==> config.mk <==
export PLATFORM = sky130hd
export DESIGN_NAME = dmem_port_arbiter
export DESIGN_NICKNAME = d
export VERILOG_FILES = /design/src/rtl/dmem_port_arbiter.sv
export SDC_FILE = /design/constraint.sdc
export NUM_CORES = 1
export LEC_CHECK = 0
export ABC_AREA = 1
export BUFFER_PORTS_ARGS = -buffer_cell sky130_fd_sc_hd__buf_2
export CAP_MARGIN = 20
export CORE_AREA = 2 2 97 99
export CTS_CLUSTER_SIZE = 12
export DETAILED_ROUTE_END_ITERATION = 16
export DIE_AREA = 0 0 99 101
export MAX_ROUTING_LAYER = met4
export REMOVE_ABC_BUFFERS = 1
export SYNTH_ARGS = -nofsm -noshare
export SYNTH_HDL_FRONTEND = slang
export SYNTH_SLANG_ARGS = --single-unit
==> constraint.sdc <==
create_clock -name clk -period 2.2 [get_ports clk]
set_input_delay 0.11 -clock clk [delete_from_list [all_inputs] [get_ports clk]]
set_output_delay 0.11 -clock clk [all_outputs]
set_load 0.005 [all_outputs]
==> src/rtl/dmem_port_arbiter.sv <==
// dmem_port_arbiter
// Shares the single data-cache request port between the load queue and the
// store drain. Each cycle it grants one requester. An in-order tracking FIFO
// records who owns every accepted request, so that each cache response can be
// routed back to the right side. Loads that were in flight when a backend
// flush arrived are marked squashed, and their responses are dropped.

module dmem_port_arbiter #(
    parameter int MAX_OUTSTANDING = 4,
    parameter int STARVE_LIMIT    = 8
) (
    input  logic        clk,
    input  logic        rst,
    input  logic        backend_flush,
    input  logic        ld_valid,
    output logic        ld_ready,
    input  logic [31:0] ld_addr,
    input  logic [3:0]  ld_rmask,
    output logic [31:0] ld_rdata,
    output logic        ld_resp,
    input  logic        st_valid,
    output logic        st_ready,
    input  logic [31:0] st_addr,
    input  logic [3:0]  st_wmask,
    input  logic [31:0] st_wdata,
    input  logic        st_urgent,
    output logic        st_resp,
    output logic        dmem_valid,
    input  logic        dmem_ready,
    output logic [31:0] dmem_addr,
    output logic [3:0]  dmem_rmask,
    output logic [3:0]  dmem_wmask,
    output logic [31:0] dmem_wdata,
    input  logic [31:0] dmem_rdata,
    input  logic        dmem_resp
);

    localparam int PW = (MAX_OUTSTANDING > 1) ? $clog2(MAX_OUTSTANDING) : 1;
    localparam int CW = $clog2(MAX_OUTSTANDING + 1);
    localparam int SW = $clog2(STARVE_LIMIT + 1);
    localparam logic [CW-1:0] MAX_CNT    = CW'(MAX_OUTSTANDING);
    localparam logic [SW-1:0] STARVE_MAX = SW'(STARVE_LIMIT);

    // Tracking FIFO storage: one owner bit and one squash bit per slot
    logic [MAX_OUTSTANDING-1:0] r_isStore;
    logic [MAX_OUTSTANDING-1:0] r_squash;
    logic [PW-1:0]              r_wrPtr;
    logic [PW-1:0]              r_rdPtr;
    logic [CW-1:0]              r_count;
    logic [SW-1:0]              r_starveCnt;

    logic                       w_fifoEmpty;
    logic                       w_pop;
    logic                       w_push;
    logic                       w_canIssue;
    logic                       w_ldValidEff;
    logic                       w_grantSt;
    logic                       w_grantLd;
    logic                       w_headIsStore;
    logic                       w_headSquash;
    logic [MAX_OUTSTANDING-1:0] w_isStoreNext;
    logic [MAX_OUTSTANDING-1:0] w_squashNext;

    // Grant selection: a store wins when urgent, starved or unopposed
    always_comb begin
        w_fifoEmpty  = (r_count == '0);
        w_pop        = dmem_resp && !w_fifoEmpty;
        w_canIssue   = (r_count < MAX_CNT) || dmem_resp;
        w_ldValidEff = ld_valid && !backend_flush;
        w_grantSt    = w_canIssue && st_valid &&
                       (st_urgent || (r_starveCnt >= STARVE_MAX) || !w_ldValidEff);
        w_grantLd    = w_canIssue && !w_grantSt && w_ldValidEff;
        w_push       = (w_grantSt || w_grantLd) && dmem_ready;
    end

    // Request-side outputs: payload of the granted side, zero otherwise
    always_comb begin
        dmem_valid = w_grantSt || w_grantLd;
        ld_ready   = w_grantLd && dmem_ready;
        st_ready   = w_grantSt && dmem_ready;
        dmem_addr  = '0;
        dmem_rmask = '0;
        dmem_wmask = '0;
        dmem_wdata = '0;
        if (w_grantSt) begin
            dmem_addr  = st_addr;
            dmem_wmask = st_wmask;
            dmem_wdata = st_wdata;
        end else if (w_grantLd) begin
            dmem_addr  = ld_addr;
            dmem_rmask = ld_rmask;
        end
    end

    // Response routing from the FIFO head; squashed loads vanish silently
    always_comb begin
        w_headIsStore = r_isStore[r_rdPtr];
        w_headSquash  = r_squash[r_rdPtr];
        st_resp       = w_pop && w_headIsStore;
        ld_resp       = w_pop && !w_headIsStore && !w_headSquash;
        ld_rdata      = ld_resp ? dmem_rdata : '0;
    end

    // Next slot contents: a flush marks every load slot, a push rewrites its slot
    always_comb begin
        w_isStoreNext = r_isStore;
        w_squashNext  = r_squash;
        if (backend_flush) begin
            w_squashNext = r_squash | ~r_isStore;
        end
        if (w_push) begin
            w_isStoreNext[r_wrPtr] = w_grantSt;
            w_squashNext[r_wrPtr]  = 1'b0;
        end
    end

    // Tracking FIFO pointers, occupancy and slot contents
    always_ff @(posedge clk) begin
        if (rst) begin
            r_wrPtr   <= '0;
            r_rdPtr   <= '0;
            r_count   <= '0;
            r_isStore <= '0;
            r_squash  <= '0;
        end else begin
            r_isStore <= w_isStoreNext;
            r_squash  <= w_squashNext;
            if (w_push) begin
                r_wrPtr <= r_wrPtr + PW'(1);
            end
            if (w_pop) begin
                r_rdPtr <= r_rdPtr + PW'(1);
            end
            case ({w_push, w_pop})
                2'b10:   r_count <= r_count + CW'(1);
                2'b01:   r_count <= r_count - CW'(1);
                default: r_count <= r_count;
            endcase
        end
    end

    // Store starvation counter: counts cycles a waiting store goes unaccepted
    always_ff @(posedge clk) begin
        if (rst) begin
            r_starveCnt <= '0;
        end else if (!st_valid || st_ready) begin
            r_starveCnt <= '0;
        end else if (r_starveCnt < STARVE_MAX) begin
            r_starveCnt <= r_starveCnt + SW'(1);
        end
    end

    // A response with nothing outstanding means the cache broke the protocol
    assert property (@(posedge clk) disable iff (rst) !(dmem_resp && w_fifoEmpty));

endmodule
; ---- After elaboration in Yosys (flattened, before gate mapping)
; Index checks and enable logic that the tools add are counted.
[op_classes]
n_addsub = 5
order_cmp = 6
n_eq_ne = 2
n_mux = 17
n_bitwise = 4
n_reduce_logical = 28
[ops]
columns = op, count
row1 = $mux 32, 4
row2 = $mux 4, 5
row3 = $logic_and 1x1->1, 13
row4 = $not 4->4, 2
row5 = $logic_not 1->1, 7
row6 = $lt 2x3->1 const B, 2
row7 = $pmux 3 s2, 1
row8 = $logic_or 1x1->1, 5
row9 = $add 2x1->2 const B, 2
row10 = $add 4x1->4 const B, 1
row11 = $and 4x4->4, 1
row12 = $bmux 1 s2, 2
row13 = $bwmux 4, 1
row14 = $ge 4x4->1 const B, 1
row15 = $lt 4x4->1 const B, 1
row16 = $or 4x4->4, 1
row17 = $add 3x1->3 const B, 1
row18 = $logic_not 3->1, 1
row19 = $lt 3x3->1 const B, 1
row20 = $mux 1, 3
row21 = $sub 3x1->3 const B, 1
row22 = $demux 1 s2, 1
row23 = $eq 2x1->1 const B, 1
row24 = $eq 2x2->1 const B, 1
row25 = other kinds (3), 3
[word_totals]
regBits = 19
output_inout_bits = 109
wordCells = 68

; ---- Logic depth before layout (Yosys ltp)
[logic_depth]
word_depth = 12
ltp_mapped = 13
depth_no_buf = 13

; ---- Worst setup path after synthesis
; OpenSTA, ideal clock, no wires.
[synth_timing]
path_type = reg2reg
start = reg r_count[2]
end = reg r_count[2]
setup_ns = 0.070
arrival_ns = 1.663
slack_ns = 0.468
stages_incl_launch_ff = 13
path_buffers = 0
period_less_slack_ns = 1.732
path_cell_list = dfxtp_1 > nand2_1 > nand2_1 > nand2_2 > nand2_1 > ha_1 > inv_1 > fa_1 > nor2_1 > nor2_1 > nand2_1 > o21ai_0 > a21oi_1
[synth_between]
elab_chain_len = 11
elab_cells_between_ends = 18
cone_classes = 2 x add/sub / 1 x order compare / 2 x eq/ne / 1 x mux / 12 x reduce/logical
[synth_rtl]
columns = item, line_no
row1 = "start, declared", 49  ; logic [CW-1:0] r_count;
row2 = "start signal, assigned", 135  ; 2'b10: r_count <= r_count + CW'(1);
row3 = "start signal, assigned", 136  ; 2'b01: r_count <= r_count - CW'(1);
row4 = "start signal, assigned", 137  ; default: r_count <= r_count;
row5 = $lt 3x3->1 (*), 68  ; w_canIssue = (r_count < MAX_CNT) || dmem_resp;
row6 = $logic_or 1x1->1 (*), 68
row7 = $logic_and 1x1->1 (2 in a row), 70  ; w_grantSt = w_canIssue && st_valid &&
row8 = $logic_not 1->1, 72  ; w_grantLd = w_canIssue && !w_grantSt && w_ldValidEff;
row9 = $logic_and 1x1->1 (2 in a row), 72
row10 = $logic_or 1x1->1 (*), --
row11 = via dmem_valid, 28  ; output logic dmem_valid,
row12 = $logic_and 1x1->1 (*), 73  ; w_push = (w_grantSt || w_grantLd) && dmem_ready;
row13 = $eq 2x1->1 or $eq 2x2->1 (tied branches), 134  ; case ({w_push, w_pop})
row14 = $pmux 3 s2 or $reduce_bool 2->1 (tied branches), --
; The timed path passes the listed nets; every way through them passes the cells marked *.
; A chain may end at the register's enable or synchronous reset.

; ---- Final worst setup path
[layout_timing]
start = reg r_starveCnt[3]
end = out ld_ready
[layout_between]
elab_chain_len = 8
[layout_rtl]
columns = item, line_no
row1 = "start, declared", 50  ; logic [SW-1:0] r_starveCnt;
row2 = "start signal, assigned", 149  ; r_starveCnt <= r_starveCnt + SW'(1);
row3 = $ge 4x4->1, 71  ; (st_urgent || (r_starveCnt >= STARVE_MAX) || !w_ldValidEff);
row4 = $logic_or 1x1->1 (2 in a row), 71
row5 = $logic_and 1x1->1, 70
row6 = $logic_not 1->1, 72
row7 = $logic_and 1x1->1 (2 in a row), 72
row8 = $logic_and 1x1->1, 79  ; ld_ready = w_grantLd && dmem_ready;
row9 = "end, declared", 16  ; output logic ld_ready,
; No other way between the ends.

==> impl_summary.md <==
Status
The flow ran to the end, and the final reports show no timing, DRC or antenna violations.

Power and ir drop
The register share of total power is between 20% and 30%. Combinational logic burns around three fifths of the power. The worst-case IR drop observed on VDD is 0.488 mV. The net switching power of the design is around 710 uW. The internal power summed over all cells is 951 uW.

The clock network burns about 15% of the power. The analysis attributes to cell leakage a power of roughly 2.5 nW. In this run the power density over the cells is just under 500 mW/mm^2. Of the total power, the share spent switching nets is a little over two fifths.

Place
The number of port buffers is 252. Summing all placed instances gives a cell area of around 0.0034 sq mm. The last weighted congestion value of the routability-driven placer is roughly 0.79. The half-perimeter wire length after detailed placement is ~6500 microns.

CTS
After clock tree synthesis, the clock-pin slew on the worst setup and hold paths is around 70 ps. The later pin in the worst-skew pair is clocked with a latency of 260 ps. TritonCTS created 3 clock buffers. In this run the number of H-tree levels came out at 1. The quantity of hold-fixing buffers added after cts is 0. The clock passes through at most 2 buffers. Clock tree synthesis selected as its root buffer the cell sky130_fd_sc_hd__clkbuf_8. TritonCTS built the clock tree.

The number of sinks on the clock net is 19.

Yosys
Summing the areas of all fa, ha and maj instances in the mapped netlist gives under 10% of the synthesized area. The proportion of register bits with asynchronous set or reset after synthesis is 0%. The dominant combinational cell family by area after synthesis is simple AND/OR/NAND/NOR gates. The share of synthesized area spent on multiplexers is less than 1%. After Yosys synthesis, XOR and XNOR cells account for less than 1% of the synthesized area. Synthesis inferred 19 register bits. The count of synthesis-stage warnings from yosys is 0. The dominant register cell in the synthesized netlist is sky130_fd_sc_hd__dfxtp_1. The sequential-to-total area share from yosys stat is a little under a fifth.

The number of enable flip-flop cells after synthesis is 0. The area of the mapped netlist is a little over 0.002 sq mm. Synthesis instantiated 26 different standard cells from the library. The compound-gate portion of the synthesized area is 5.39%. In this run the biggest area consumer among cell types represents ~23% of the synthesized area.

The synthesized design spends more area on one cell type than any other, namely sky130_fd_sc_hd__nand2_1. After synthesis, the cell types taking the most area are sky130_fd_sc_hd__nand2_1 23%, sky130_fd_sc_hd__inv_1 19%, sky130_fd_sc_hd__dfxtp_1 18%, sky130_fd_sc_hd__nor2_1 18%, sky130_fd_sc_hd__ha_1 4.2%. The mean instance size in the synthesized netlist is between 5 and 6 sq um. The instance count of the mapped netlist is a little over 400. Summing the areas of all and, or, nand and nor instances in the mapped netlist gives a little under half of the synthesized area.

Floorplan
The number of placement rows is 35. The full die area is 0.0100 sq mm. The die is just over 100 microns tall. ~250 I/O pins were placed. The floorplan step set the die width to between 90 and 100 microns. The floorplan step defined a core boundary enclosing about 0.009 sq mm. Once the floorplan was initialized, standard cells occupied a little under a quarter of the core.

Flow run
The max-cap violation count is 0.

STA
Setup repair after global routing left no endpoint under its margin. Setup violations remaining at the end of the flow were counted as 0. The worst path in the final design needs a cycle of 1970 ps, including I/O delays and setup. The worst-margin pin slew is roughly 440 ps. The part of the cycle the worst path needs is between 80% and 90%. The count of final hold-check violations is 0.

The final setup skew is 3.98 ps. The top achievable clock speed is about 0.51 GHz. In the final timing run, aggregate negative setup slack is 0 ps.

The worst-case headroom to the max-slew limit is a little under three quarters. The total count of max-transition violations in the final report is 0.

Detailed routing
Wires add up to around 7600 microns. Across all layers, the routed design uses a little over 3000 vias. Dividing the detail-routed via count by the number of cells gives approximately 4. The final antenna-violating net count is 0.

The per-cell routed wire length is ~10 microns. In the routed design, unresolved DRC markers number 0. The DRC violation total after the first TritonRoute iteration is 55. For this run, the detailed router's first-pass iteration total came to 4.

GRT
The number of antenna violations at the first check in global routing was 0. The combined global-route utilization of all metal layers is ~14%. Summed over all layers, the global routing overflow is 0. Entering global routing, the biggest net connects 38 pins. The first-pass GRT wire length is 11400 microns. The number of global-route vias before repair is about 2600.

Cells and area
The most common cell after layout, fill and taps aside is sky130_fd_sc_hd__buf_2. The net total in the final layout is between 800 and 900. The number of diodes added for antenna fixing is 0. Leaving out fill and tap cells, the most frequent cells in the layout are 252 x sky130_fd_sc_hd__buf_2, 124 x sky130_fd_sc_hd__nand2_1, 104 x sky130_fd_sc_hd__inv_1, 97 x sky130_fd_sc_hd__nor2_1, 19 x sky130_fd_sc_hd__dfxtp_1. Of the cells placed in the final design, the portion with a size suffix greater than 1 is 40.6%. The storage element area is approximately 380 sq um. The final-layout fill cell count is between 900 and 1000. From synthesis to final layout, the design area changed by 65.8%. The area taken by multi-input logic gates is around 0.0012 sq mm. Summing all non-filler instances in the final layout gives an area of around 0.0034 sq mm.

Setup path
The launching element type of the critical path is a register. The maximum fanout count along the critical path is 37. By startpoint and endpoint, the worst setup path is classified as register to output pin.

The endpoint kind of the worst setup timing path is an output pin. For the worst setup path, the data required time is ~2100 ps. The arrival time of data at the critical path endpoint is between 1500 and 2000 ps.

Min path
The kind of path behind the tightest hold check is primary input to register.
-- Yosys cell counts, types with 2 or more instances --
library cell,count
sky130_fd_sc_hd__buf_2,7
sky130_fd_sc_hd__ha_1,7
sky130_fd_sc_hd__dfxtp_1,19
sky130_fd_sc_hd__o211ai_1,4
sky130_fd_sc_hd__nand3_1,10
sky130_fd_sc_hd__buf_4,3
sky130_fd_sc_hd__nor2_1,97
sky130_fd_sc_hd__buf_6,3
sky130_fd_sc_hd__o21ai_0,7
sky130_fd_sc_hd__nand2_2,2
sky130_fd_sc_hd__inv_1,104
sky130_fd_sc_hd__a21oi_1,8
sky130_fd_sc_hd__nand2_1,125
-- worst paths after layout --
check / from / endpoint / slack [ps] / depth (start not counted)
worst min-delay path: rst / r_wrPtr[1]$_SDFFE_PP0P_ / 30 / 2
worst max-delay path: r_starveCnt[3]$_SDFFE_PP0N_ / ld_ready / 230 / 9
worst min register to register: r_count[0]$_SDFFE_PP0P_ / r_count[0]$_SDFFE_PP0P_ / 450 / 1
worst max register to register: r_count[2]$_SDFFE_PP0P_ / r_count[2]$_SDFFE_PP0P_ / 310 / 12
-- critical path, cell delays in order, from the launching register on --
cell and delay, ps:
sky130_fd_sc_hd__dfxtp_1 370, sky130_fd_sc_hd__nor2_1 120, sky130_fd_sc_hd__nand2_1 70, sky130_fd_sc_hd__nand2_2 100
sky130_fd_sc_hd__inv_4 140, sky130_fd_sc_hd__nor2_4 120, sky130_fd_sc_hd__buf_4 310, sky130_fd_sc_hd__inv_1 150
sky130_fd_sc_hd__nor2_1 110, sky130_fd_sc_hd__buf_2 120
-- layer usage --
layer / global-route usage [%] / vias up / wire [microns]
met3: 2.50 / 16 / 515
met4: 3.48 / 0 / 137
met5: - / - / 0
met1: 16.3 / 1265 / 3210
li1: - / 1635 / -
met2: 24.5 / 111 / 3760
-- power by group through the flow --
stage                     Sequential, mW  Clock, mW  Combinational, mW
final                              0.429      0.243              0.992
after global routing               0.435      0.266               1.14
after CTS                          0.429      0.249               1.01
after detailed placement           0.437          0               1.00
after global placement             0.436          0              0.989
after floorplan                    0.428          0              0.520
-- cell families (layout without fill, tap and decap cells) --
| group | after synthesis | count (layout) |
|---|---|---|
| mux | 1 | 1 |
| flops | 19 | 19 |
| compound gates | 20 | 20 |
| buf+inv | 121 | 364 |
| fa+ha+maj | 8 | 8 |
| simple gates | 238 | 238 |
| xor+xnor | 2 | 2 |
-- registers in the layout (all words and copies together) (netlist names) --
register     count
r_rdPtr          2
r_count          3
r_starveCnt      4
r_isStore        4
r_wrPtr          2
r_squash         4
-- layout make-up --
type / instances / area share [%]
inverters: 106 / 11.7
clock buffers: 4 / 1.31
repair buffers: 254 / 37.2
flip-flops and latches: 19 / 11.1
multi-input cells: 269 / 34.6
well taps: 111 / 4.05
-- repair_timing --
action                     4_1_cts  5_1_grt
setup endpoints to repair        0        1
setup buffers                    0        0
resized for setup                0        1
-- per-stage QoR --
step	utilization (%)	instances	worst slack [ps]	hold WS (ps)	power [mW]
2_1_floorplan	-	394	234	179	0.947
3_3_place_gp	37.6	759	326	307	1.42
3_5_place_dp	37.6	759	273	301	1.44
4_1_cts	38.1	763	203	29.4	1.69
5_1_grt	38.2	763	15.6	33.1	1.84
6_report	38.2	763	234	32.4	1.66
Note: power is estimated with default switching activity, not from simulation.
